`config.mk`:
```
export PLATFORM = sky130hd
export DESIGN_NAME = inta_sequencer
export DESIGN_NICKNAME = d
export VERILOG_FILES = /design/src/rtl/inta_sequencer.sv
export SDC_FILE = /design/constraint.sdc
export NUM_CORES = 1
export LEC_CHECK = 0
export CAP_MARGIN = 20
export CELL_PAD_IN_SITES_DETAIL_PLACEMENT = 1
export CELL_PAD_IN_SITES_GLOBAL_PLACEMENT = 1
export CORE_MARGIN = 2
export CORE_UTILIZATION = 38
export DETAILED_ROUTE_END_ITERATION = 8
export GPL_TIMING_DRIVEN = 0
export PLACE_DENSITY_LB_ADDON = 0.1
export SLEW_MARGIN = 25
export SYNTH_ARGS = -nofsm -noshare
export SYNTH_HDL_FRONTEND = slang
export SYNTH_SLANG_ARGS = --single-unit
```
`constraint.sdc`:
```
create_clock -name clk -period 5.04 [get_ports clk]
set_input_delay 1.008 -clock clk [delete_from_list [all_inputs] [get_ports clk]]
set_output_delay 1.008 -clock clk [all_outputs]
set_load 0.03 [all_outputs]
```
`src/rtl/inta_sequencer.sv`:
```
// INTA acknowledge sequencer for an 8259-style controller: nested priority resolution,
// in-service tracking, two-pulse INTA handshake, cascade addressing and vector drive.
module inta_sequencer #(
  parameter int unsigned INTA_TIMEOUT = 15
) (
  input  logic       clk,
  input  logic       reset,
  input  logic       sp_en,
  input  logic [7:0] icw3,
  input  logic [4:0] icw2_base,
  input  logic       aeoi,
  input  logic [7:0] irr,
  input  logic [7:0] imr,
  input  logic       eoi,
  input  logic       inta_n,
  input  logic [2:0] cas_in,
  output logic [2:0] cas_out,
  output logic       cas_oe,
  output logic       int_out,
  output logic [7:0] isr,
  output logic [7:0] irr_clear,
  output logic       inta_first_pulse,
  output logic       inta_second_pulse,
  output logic [7:0] data_out,
  output logic       data_oe
);
  localparam int unsigned CNT_W = (INTA_TIMEOUT > 0) ? $clog2(INTA_TIMEOUT + 1) : 1;
  localparam logic [CNT_W-1:0] CNT_MAX = CNT_W'(INTA_TIMEOUT);

  typedef enum logic [2:0] {S_IDLE, S_WAIT1, S_ACK1, S_WAIT2, S_ACK2} state_t;

  state_t           state;
  logic             inta_q;
  logic             fall;
  logic             win_vld;
  logic             cas_match;
  logic             first_act;
  logic             aeoi_act;
  logic [7:0]       nest_mask;
  logic [7:0]       cand;
  logic [7:0]       eoi_clr;
  logic [7:0]       isr_set;
  logic [7:0]       isr_clr;
  logic [2:0]       win;
  logic [2:0]       w_q;
  logic             spurious;
  logic             selected;
  logic [CNT_W-1:0] cnt;

  // Priority resolution against the fully nested in-service level, plus isr set/clear events.
  always_comb begin
    nest_mask = 8'hff;
    for (int i = 7; i >= 0; i--) begin
      if (isr[i]) nest_mask = (8'd1 << i) - 8'd1;
    end
    cand    = irr & ~imr & nest_mask;
    win_vld = |cand;
    win     = 3'd7;
    for (int i = 7; i >= 0; i--) begin
      if (cand[i]) win = 3'(i);
    end
    eoi_clr   = isr & (~isr + 8'd1);
    fall      = inta_q & ~inta_n;
    cas_match = sp_en | (cas_in == icw3[2:0]);
    first_act = ((state == S_IDLE) || (state == S_WAIT1)) && fall && win_vld && cas_match;
    aeoi_act  = (state == S_ACK2) && inta_n && aeoi && selected && !spurious;
    isr_set   = first_act ? (8'd1 << win) : 8'h00;
    isr_clr   = (eoi ? eoi_clr : 8'h00) | (aeoi_act ? (8'd1 << w_q) : 8'h00);
  end

  always_ff @(posedge clk or posedge reset) begin
    if (reset) begin
      state             <= S_IDLE;
      isr               <= '0;
      int_out           <= 1'b0;
      cas_out           <= '0;
      cas_oe            <= 1'b0;
      data_out          <= '0;
      data_oe           <= 1'b0;
      irr_clear         <= '0;
      inta_first_pulse  <= 1'b0;
      inta_second_pulse <= 1'b0;
      cnt               <= '0;
      // Low so that INTA held low across reset release is not taken as a fresh edge
      inta_q            <= 1'b0;
      w_q               <= '0;
      spurious          <= 1'b0;
      selected          <= 1'b0;
    end else begin
      inta_q            <= inta_n;
      isr               <= (isr & ~isr_clr) | isr_set;
      irr_clear         <= isr_set;
      inta_first_pulse  <= 1'b0;
      inta_second_pulse <= 1'b0;
      int_out           <= 1'b0;
      case (state)
        S_IDLE, S_WAIT1: begin
          if (fall) begin
            state            <= S_ACK1;
            inta_first_pulse <= 1'b1;
            w_q              <= win;
            spurious         <= ~win_vld;
            selected         <= cas_match;
            if (sp_en && icw3[win]) begin
              cas_out <= win;
              cas_oe  <= 1'b1;
            end
          end else if (win_vld) begin
            state   <= S_WAIT1;
            int_out <= 1'b1;
          end else begin
            state <= S_IDLE;
          end
        end
        S_ACK1: begin
          if (inta_n) begin
            state <= S_WAIT2;
            cnt   <= CNT_W'(1);
          end
        end
        // cnt holds the number of high INTA cycles seen since the first pulse ended
        S_WAIT2: begin
          if (fall) begin
            state             <= S_ACK2;
            inta_second_pulse <= 1'b1;
            if (selected && !(sp_en && icw3[w_q])) begin
              data_out <= {icw2_base, w_q};
              data_oe  <= 1'b1;
            end
          end else if (cnt == CNT_MAX) begin
            state   <= S_IDLE;
            cas_out <= '0;
            cas_oe  <= 1'b0;
            cnt     <= '0;
          end else begin
            cnt <= cnt + 1'b1;
          end
        end
        S_ACK2: begin
          if (inta_n) begin
            state    <= S_IDLE;
            data_out <= '0;
            data_oe  <= 1'b0;
            cas_out  <= '0;
            cas_oe   <= 1'b0;
          end
        end
        default: state <= S_IDLE;
      endcase
    end
  end
endmodule
```
==> impl_metrics.env <==
export IMPL_post_synth_cell_area_avg_um2=9.741
export IMPL_startpoint_type="input port"
export IMPL_drt_total_wl_um=6463
export IMPL_synth_top_family_by_area="compound AO/OA/AOI/OAI gates"
export IMPL_multi_input_area_um2=1159
export IMPL_drcViolationCount=0
export IMPL_critPathRequiredTime_ns=5.24
export IMPL_stdcell_count=395
export IMPL_area_growth_pct=38.53
export IMPL_synth_edf_count=0
export IMPL_rsz0062_at_grt="false"
export IMPL_synth_compound_area_share_pct=21.44
export IMPL_postCtsHoldBufs=0
export IMPL_slew_viol_final=0
export IMPL_post_cts_buffers=0
export IMPL_synth_fa_ha_area_share_pct=0.5308
export IMPL_cts_tree="built"
export IMPL_clock_path_buffers=2
export IMPL_synthArstFlopShare_pct=100.0
export IMPL_ir_drop_mv=0.2457
export IMPL_htreeDepth=2
export IMPL_synth_area_um2=2357
export IMPL_p_total_w=0.001391
export IMPL_ys_flop_type="dfrtp_1"
export IMPL_min_from="data_out[0]"
export IMPL_crit_type="input port to flop"
export IMPL_antenna_found_initial=0
export IMPL_cts_root_buf="clkbuf_8"
export IMPL_worstPathMaxFanout=3
export IMPL_critPathArrivalTime_ns=3.37
export IMPL_cts_resized=0
export IMPL_fp_dieW_um=82.76
export IMPL_seq_area_frac_synth_pct=47.77
export IMPL_clock_latency_ns=0.30
export IMPL_dpl_cell_area_um2=3169
export IMPL_clk_pin_slew_ns=0.09
export IMPL_vias=2138
export IMPL_cts_made_buffers=5
export IMPL_grt_overflow_total=0
export IMPL_portBuffers=69
export IMPL_powerDensity_nw_per_um2=425.8
export IMPL_synthCells=242
export IMPL_fmax_mhz=315.8
export IMPL_start_util_pct=39.58
export IMPL_period_minus_slack_ns=3.166
export IMPL_muxShareOfSynthArea_pct=4.299
export IMPL_grt_pass1_vias=2221
export IMPL_worstMarginPinSlew_ns=0.6246
export IMPL_slew_limit_headroom_pct=58.36
export IMPL_final_period_utilization_pct=62.83
export IMPL_yosysUniqueCellTypes=53
export IMPL_diodes=0
export IMPL_gp_congestion=0.8051
export IMPL_boundaryPins=70
export IMPL_startpoint="irr[1]"
export IMPL_dp_hpwl_um=4996
export IMPL_dieArea_um2=6849
export IMPL_core_um2=5956
export IMPL_fill_cells=706
export IMPL_cts_sinks=45
export IMPL_synth_xor_area_share_pct=1.486
export IMPL_holdCritPathClass="flop to flop"
export IMPL_drive_above_1_share_pct=10.00
export IMPL_die_y_um=82.76
export IMPL_final_cell_area_um2=3266
export IMPL_skew_ns=0.007902
export IMPL_final_hold_violation_count=0
export IMPL_detail_route_wl_per_cell_um=16.36
export IMPL_drt_pass1_iterations=4
export IMPL_syn_nets=281
export IMPL_end_kind="flop"
export IMPL_finalNetCount=358
export IMPL_num_rows=28
export IMPL_ff_latch_area_um2=1126
export IMPL_grt_first_pass_wirelength_um=10770
export IMPL_maxCapViolCount=0
export IMPL_synth_simple_area_share_pct=21.39
export IMPL_dpl_cell_count=387
export IMPL_ant_nets=0
export IMPL_finalSetupViolCount=0
export IMPL_via_per_inst=5.413
export IMPL_grt_usage_pct=20.94
export IMPL_synth_warnings=0
export IMPL_finalSetupTns_ns=0
export IMPL_drtIter0Drc=59
export IMPL_p_leak_nw=1.416
export IMPL_grt_max_degree=27
export IMPL_status="finished clean"
export IMPL_ys_ff_latch=45
export IMPL_reg2reg_from="isr[0]"
==> state kept, by name (all words and copies together), names as in the netlist <==
register,cells
data_oe,1
spurious,1
int_out,1
state,3
w_q,3
data_out,8
cas_out,3
irr_clear,8
inta_first_pulse,1
isr,8
inta_second_pulse,1
cas_oe,1
cnt,4
inta_q,1
selected,1
==> layout make-up <==
cell class	count	share of cell area, %
Multi-Input combinational cell	182	35.48
Sequential cell	45	34.48
Timing Repair Buffer	70	21.99
Tap cell	75	2.874
Clock buffer	6	2.529
Buffer	8	1.418
Inverter	7	0.8046
Clock inverter	2	0.4215
==> layer usage <==
metal / vias to the layer above / wire (um) / global-route usage [%]
met5: - / 0 / 0
met4: 0 / 74 / 5.410
met3: 6 / 268 / 4.674
met2: 45 / 3161 / 34.60
met1: 1060 / 2959 / 27.82
li1: 1027 / - / -
==> stage by stage <==
stage          utilization (%)  hold WS [ns]  setup WS [ns]
2_1_floorplan                -        0.4432          2.167
5_1_grt                  54.83        0.5105          1.750
4_1_cts                  54.83        0.4888          1.887
3_5_place_dp             53.21        0.4680          1.560
3_3_place_gp             52.75        0.4588          1.592
6_report                 54.83        0.4812          1.874
==> power by group <==
group | total (W) | switching [W] | internal (W) | leakage [nW]
logic | 0.000635 | 0.000363 | 0.000272 | 0.769
clock network | 0.000242 | 0.000131 | 0.000111 | 0.0512
registers | 0.000514 | 0.0000609 | 0.000453 | 0.596
==> logic make-up (layout without fill, tap and decap cells) <==
family	count (synthesis)	in the layout
AND/OR/NAND/NOR	101	101
multiplexers	7	7
buffers and inverters	15	93
XOR/XNOR	4	4
flip-flops	45	45
adder cells (fa/ha/maj)	1	1
AO/OA/AOI/OAI	69	69
==> layout by cell type, fill, tap and decap left out, types with 3 or more instances in the layout <==
cell type	Yosys	final
nor2_1	22	22
mux2_2	5	5
clkbuf_1	5	5
clkdlybuf4s50_1	0	69
xnor2_1	4	4
o221ai_1	3	3
nand2_1	41	41
o21ai_0	27	27
nor2b_1	5	5
dfrtp_1	45	45
clkbuf_8	0	6
nor3_1	3	3
nand2b_1	6	6
nand3_1	4	4
inv_1	7	6
a21oi_1	7	7
o311ai_0	4	4
and3_1	7	7
==> Yosys cell counts (all sizes together) (2+ instances only) <==
cell / count / area share [%]
inv: 7 / 1.1
a22o: 2 / 0.74
nor2b: 5 / 1.3
o211ai: 2 / 0.85
nor3b: 2 / 0.64
a31oi: 2 / 0.53
dfrtp: 45 / 48
o311ai: 4 / 1.5
nand2: 41 / 6.5
mux2: 5 / 2.4
nand3: 4 / 0.85
nor2: 22 / 3.5
buf: 3 / 1.2
mux4: 2 / 1.9
clkbuf: 5 / 0.80
nor3: 3 / 0.64
o2bb2ai: 2 / 0.74
a21o: 3 / 1.0
o221ai: 3 / 1.1
o22ai: 2 / 0.53
and3: 7 / 1.9
or3: 3 / 0.85
xnor2: 4 / 1.5
a21oi: 9 / 2.2
o21ai: 29 / 6.3
nand2b: 6 / 1.6
==> critical path, cell delays in order <==
cell	delay, ns
clkdlybuf4s50_1	0.46
or4b_1	0.48
a31o_1	0.27
a21oi_2	0.19
mux2_2	0.38
o21ai_0	0.22
a21oi_2	0.12
a22o_1	0.24
==> worst paths after layout <==
check	depth (start not counted)	slack, ns	to
min in group asynchronous	2	1.09	isr[6]
min reg2reg	2	0.48	data_out[0]
min	2	0.48	data_out[0]
max in group asynchronous	3	3.44	w_q[0]
max	8	1.87	cas_out[1]
max reg2reg	8	2.43	cas_out[1]
No activity file was read; power rests on OpenSTA's default activity.
==> RTL edit 1: new RTL, config.mk and constraints unchanged <==
Re-encode `state_t` (5 states) as one-hot, 5 bits wide.
--- a/src/rtl/inta_sequencer.sv
+++ b/src/rtl/inta_sequencer.sv
@@ -27,7 +27,7 @@
   localparam int unsigned CNT_W = (INTA_TIMEOUT > 0) ? $clog2(INTA_TIMEOUT + 1) : 1;
   localparam logic [CNT_W-1:0] CNT_MAX = CNT_W'(INTA_TIMEOUT);
 
-  typedef enum logic [2:0] {S_IDLE, S_WAIT1, S_ACK1, S_WAIT2, S_ACK2} state_t;
+  typedef enum logic [4:0] {S_IDLE = 5'b00001, S_WAIT1 = 5'b00010, S_ACK1 = 5'b00100, S_WAIT2 = 5'b01000, S_ACK2 = 5'b10000} state_t;
 
   state_t           state;
   logic             inta_q;
Function: same outputs for any inputs over 10 cycles, from zero or initial values and one cycle with reset high; not proved beyond that.
==> RTL edit 1 against the unedited design <==
Setup slack improved by 0.026 ns. Routed wire length increased by 4.7%. Synthesized area rose by 3.1%. Non-clock buffer count is 2 lower. Power is 0.62% lower. Clock skew increased by 0.0031 ns. Die area is 3.0% higher. Hold slack hardly changed. Via count barely moved. Final cell count is 1.0% higher. Design area increased by 3.4%. Sequential cell count is 2 higher. Maximum frequency rose by 0.84%. Critical path depth is 1 lower. Critical endpoint is now cas_out[2].
==> RTL edit 1: results (changes against the unedited design) <==
| Metric | Value |
|---|---|
| Status | finished, final reports clean |
| VDD IR max | 234 µV (-4.7%) |
| Number of clock sinks | 47 (+4.4%) |
| Worst hold slack | 0.481 ns (+0.0000970 ns) |
| P_comb | 530 µW (-17%) |
| Nets | 360 (+0.56%) |
| Clk tree area frac | 4.15% (+1.2 points) |
| Post-Syn Instances | 244 (+0.83%) |
| Global-route wire length before repair | 11800 µm (+9.4%) |
| DR vias/cell | 5.36 (-1.0%) |
| Reg2reg start | state[0] |
| Vias in the first global route | 2299 (+3.5%) |
| Tot GR Track Use | 21.0% (+0.071 points) |
| Avg Cell Area, Syn | 9.96 µm² (+2.3%) |
| Max FO, Critical Path | 7 (+4) |
| Ranking of synthesized cells by area | dfrtp_1 47%, nand2_1 6.9%, mux2i_1 3.7%, nor2_1 2.8%, nand2b_1 2.1% |
| Post-synthesis sequential area ratio | 48.4% (+0.66 points) |
| Nonclk buf count | 76 (-2.6%) |
| Non-clk invs | 13 (+6) |
| Hpwl dp | 5240 µm (+4.8%) |
| Total Wirelength | 6770 µm (+4.7%) |
| Final setup margin | 1.90 ns (+0.0263 ns) |
| CP max-delay cell | a221oi_2 |
| Layout cell share with drive strength beyond 1 | 9.63% (-0.37 points) |
| Reg2reg setup slack | 2.46 ns (+0.03 ns) |
| GP Congestion | 0.793 (-1.5%) |
| Iter 0 DRT Violations | 62 (+5.1%) |
| CLK BUF | 5 (-1) |
| Crit path arrival time | 3.34 ns (-0.03 ns) |
| Max stage delay on crit path | 0.65 ns (+0.17 ns) |
| Signal buf overhead | 21.7% (-1.7 points) |
| Hold Crit Start | spurious |
| Placed inst area | 3240 µm² (+2.2%) |
| P_leak | 0.00151 µW (+6.4%) |
| Synth cell types | 56 (+5.7%) |
| Post-synth top cells | 46 x dfrtp_1, 45 x nand2_1, 18 x nor2_1 |
| Setup Skew | 0.0110 ns (+0.00314 ns) |
-- RTL edit 1: final timing paths --
kind	to	depth (start not counted)
worst min-delay path	spurious	2
worst max-delay path	cas_out[2]	7
min in group asynchronous	irr_clear[6]	2
worst min register to register	spurious	2
worst max register to register	isr[7]	8
max in group asynchronous	w_q[1]	3
-- RTL edit 1: cells by family (layout without fill, tap and decap cells) --
| family | after synthesis | in the layout | share of synthesized area [%] |
|---|---|---|---|
| adder cells (fa/ha/maj) | 1 | 1 | 0.515 |
| buffers and inverters | 19 | 97 | 2.98 |
| flip-flops | 47 | 47 | 48.4 |
| AND/OR/NAND/NOR | 108 | 108 | 24.3 |
| AO/OA/AOI/OAI | 54 | 54 | 16.7 |
| XOR/XNOR | 4 | 4 | 1.44 |
| multiplexers | 11 | 11 | 5.56 |
-- RTL edit 1: metal layers --
layer  up-vias  share of wire (%)  track usage (%)
met2        53                 49             34.8
met1      1057                 47             29.0
met3         4                3.9             3.96
met5         -                  0                0
li1       1023                  -                -
met4         0               0.65             4.25
==> RTL edit 2: new RTL, same settings <==
Without the edit above. `INTA_TIMEOUT`: 15 -> 14.
--- a/src/rtl/inta_sequencer.sv
+++ b/src/rtl/inta_sequencer.sv
@@ -1,7 +1,7 @@
 // INTA acknowledge sequencer for an 8259-style controller: nested priority resolution,
 // in-service tracking, two-pulse INTA handshake, cascade addressing and vector drive.
 module inta_sequencer #(
-  parameter int unsigned INTA_TIMEOUT = 15
+  parameter int unsigned INTA_TIMEOUT = 14
 ) (
   input  logic       clk,
   input  logic       reset,
Check against the original RTL: same outputs for any inputs over 10 cycles, from zero or initial values and one cycle with reset high; that may be too few to reach the edited logic, so the function may still have changed.
==> RTL edit 2 against the unedited design <==
Routed wire length is 0.42% higher. Largest power group unchanged. Setup slack better by 0.17 ns. Sequential cell count stayed put. Synthesized area is 3.6% lower. Power is 2.3% lower. Design area is 2.8% lower.
==> RTL edit 2: results (changes against the unedited design) <==
| Metric | Value |
|---|---|
| Global-route wire length before repair | 10800 µm (-0.19%) |
| WL met1 | 3020 µm (+2.0%) |
| Tot GR Track Use | 21.4% (+0.44 points) |
| WL met3 | 355 µm (+32%) |
| Iter 0 DRT Violations | 109 (+85%) |
| Worst hold slack | 0.483 ns (+0.00143 ns) |
| Nets | 362 (+1.1%) |
| Placed inst area | 3080 µm² (-2.9%) |
| Post-synth top cells | 45 x dfrtp_1, 41 x nand2_1, 27 x nor2_1 |
| P_leak | 0.00136 µW (-4.1%) |
| Total power | 1360 µW (-2.3%) |
| Status | finished, final reports clean |
| Setup Skew | 0.00474 ns (-0.00316 ns) |
| Total Wirelength | 6490 µm (+0.42%) |
| Post-Place Setup Slack | 1.74 ns (+0.178 ns) |
| Worst Hold End | cnt[3] |
| Final Util | 54.3% (-0.58 points) |
| Multi-In Gates | 179 (-1.6%) |
| VDD IR max | 238 µV (-3.2%) |
| Vias in the first global route | 2162 (-2.7%) |
| Reg2reg setup slack | 2.54 ns (+0.11 ns) |
| Adder-cell share of the synthesized area | 1.10% (+0.57 points) |
| Max FO, Critical Path | 4 (+1) |
| Grt met3 use | 4.56% (-0.12 points) |
| Worst r2r dst | data_out[1] |
| Pin count of the biggest net entering global routing | 29 (+7.4%) |
| Layout sequential cell count | 45 (unchanged) |
## RTL edit 2: how the worst max path moves through the flow
| stage | from | endpoint | slack, ns | cells past startpoint |
|---|---|---|---|---|
| 3_5_place_dp | irr[1] | cas_out[2] | 1.74 | 8 |
| 5_1_grt | irr[5] | cas_out[2] | 1.92 | 8 |
| 3_3_place_gp | imr[1] | cas_out[2] | 1.80 | 8 |
| 2_1_floorplan | irr[1] | cas_out[2] | 2.41 | 7 |
| 6_report | irr[5] | cas_out[2] | 2.05 | 8 |
| 4_1_cts | irr[1] | cas_out[2] | 2.06 | 8 |
## RTL edit 2: cells by family (layout without fill, tap and decap cells)
logic type,Yosys count,count (layout)
adder cells (fa/ha/maj),2,2
AO/OA/AOI/OAI,59,59
XOR/XNOR,3,3
flip-flops,45,45
buffers and inverters,21,99
AND/OR/NAND/NOR,111,111
multiplexers,4,4
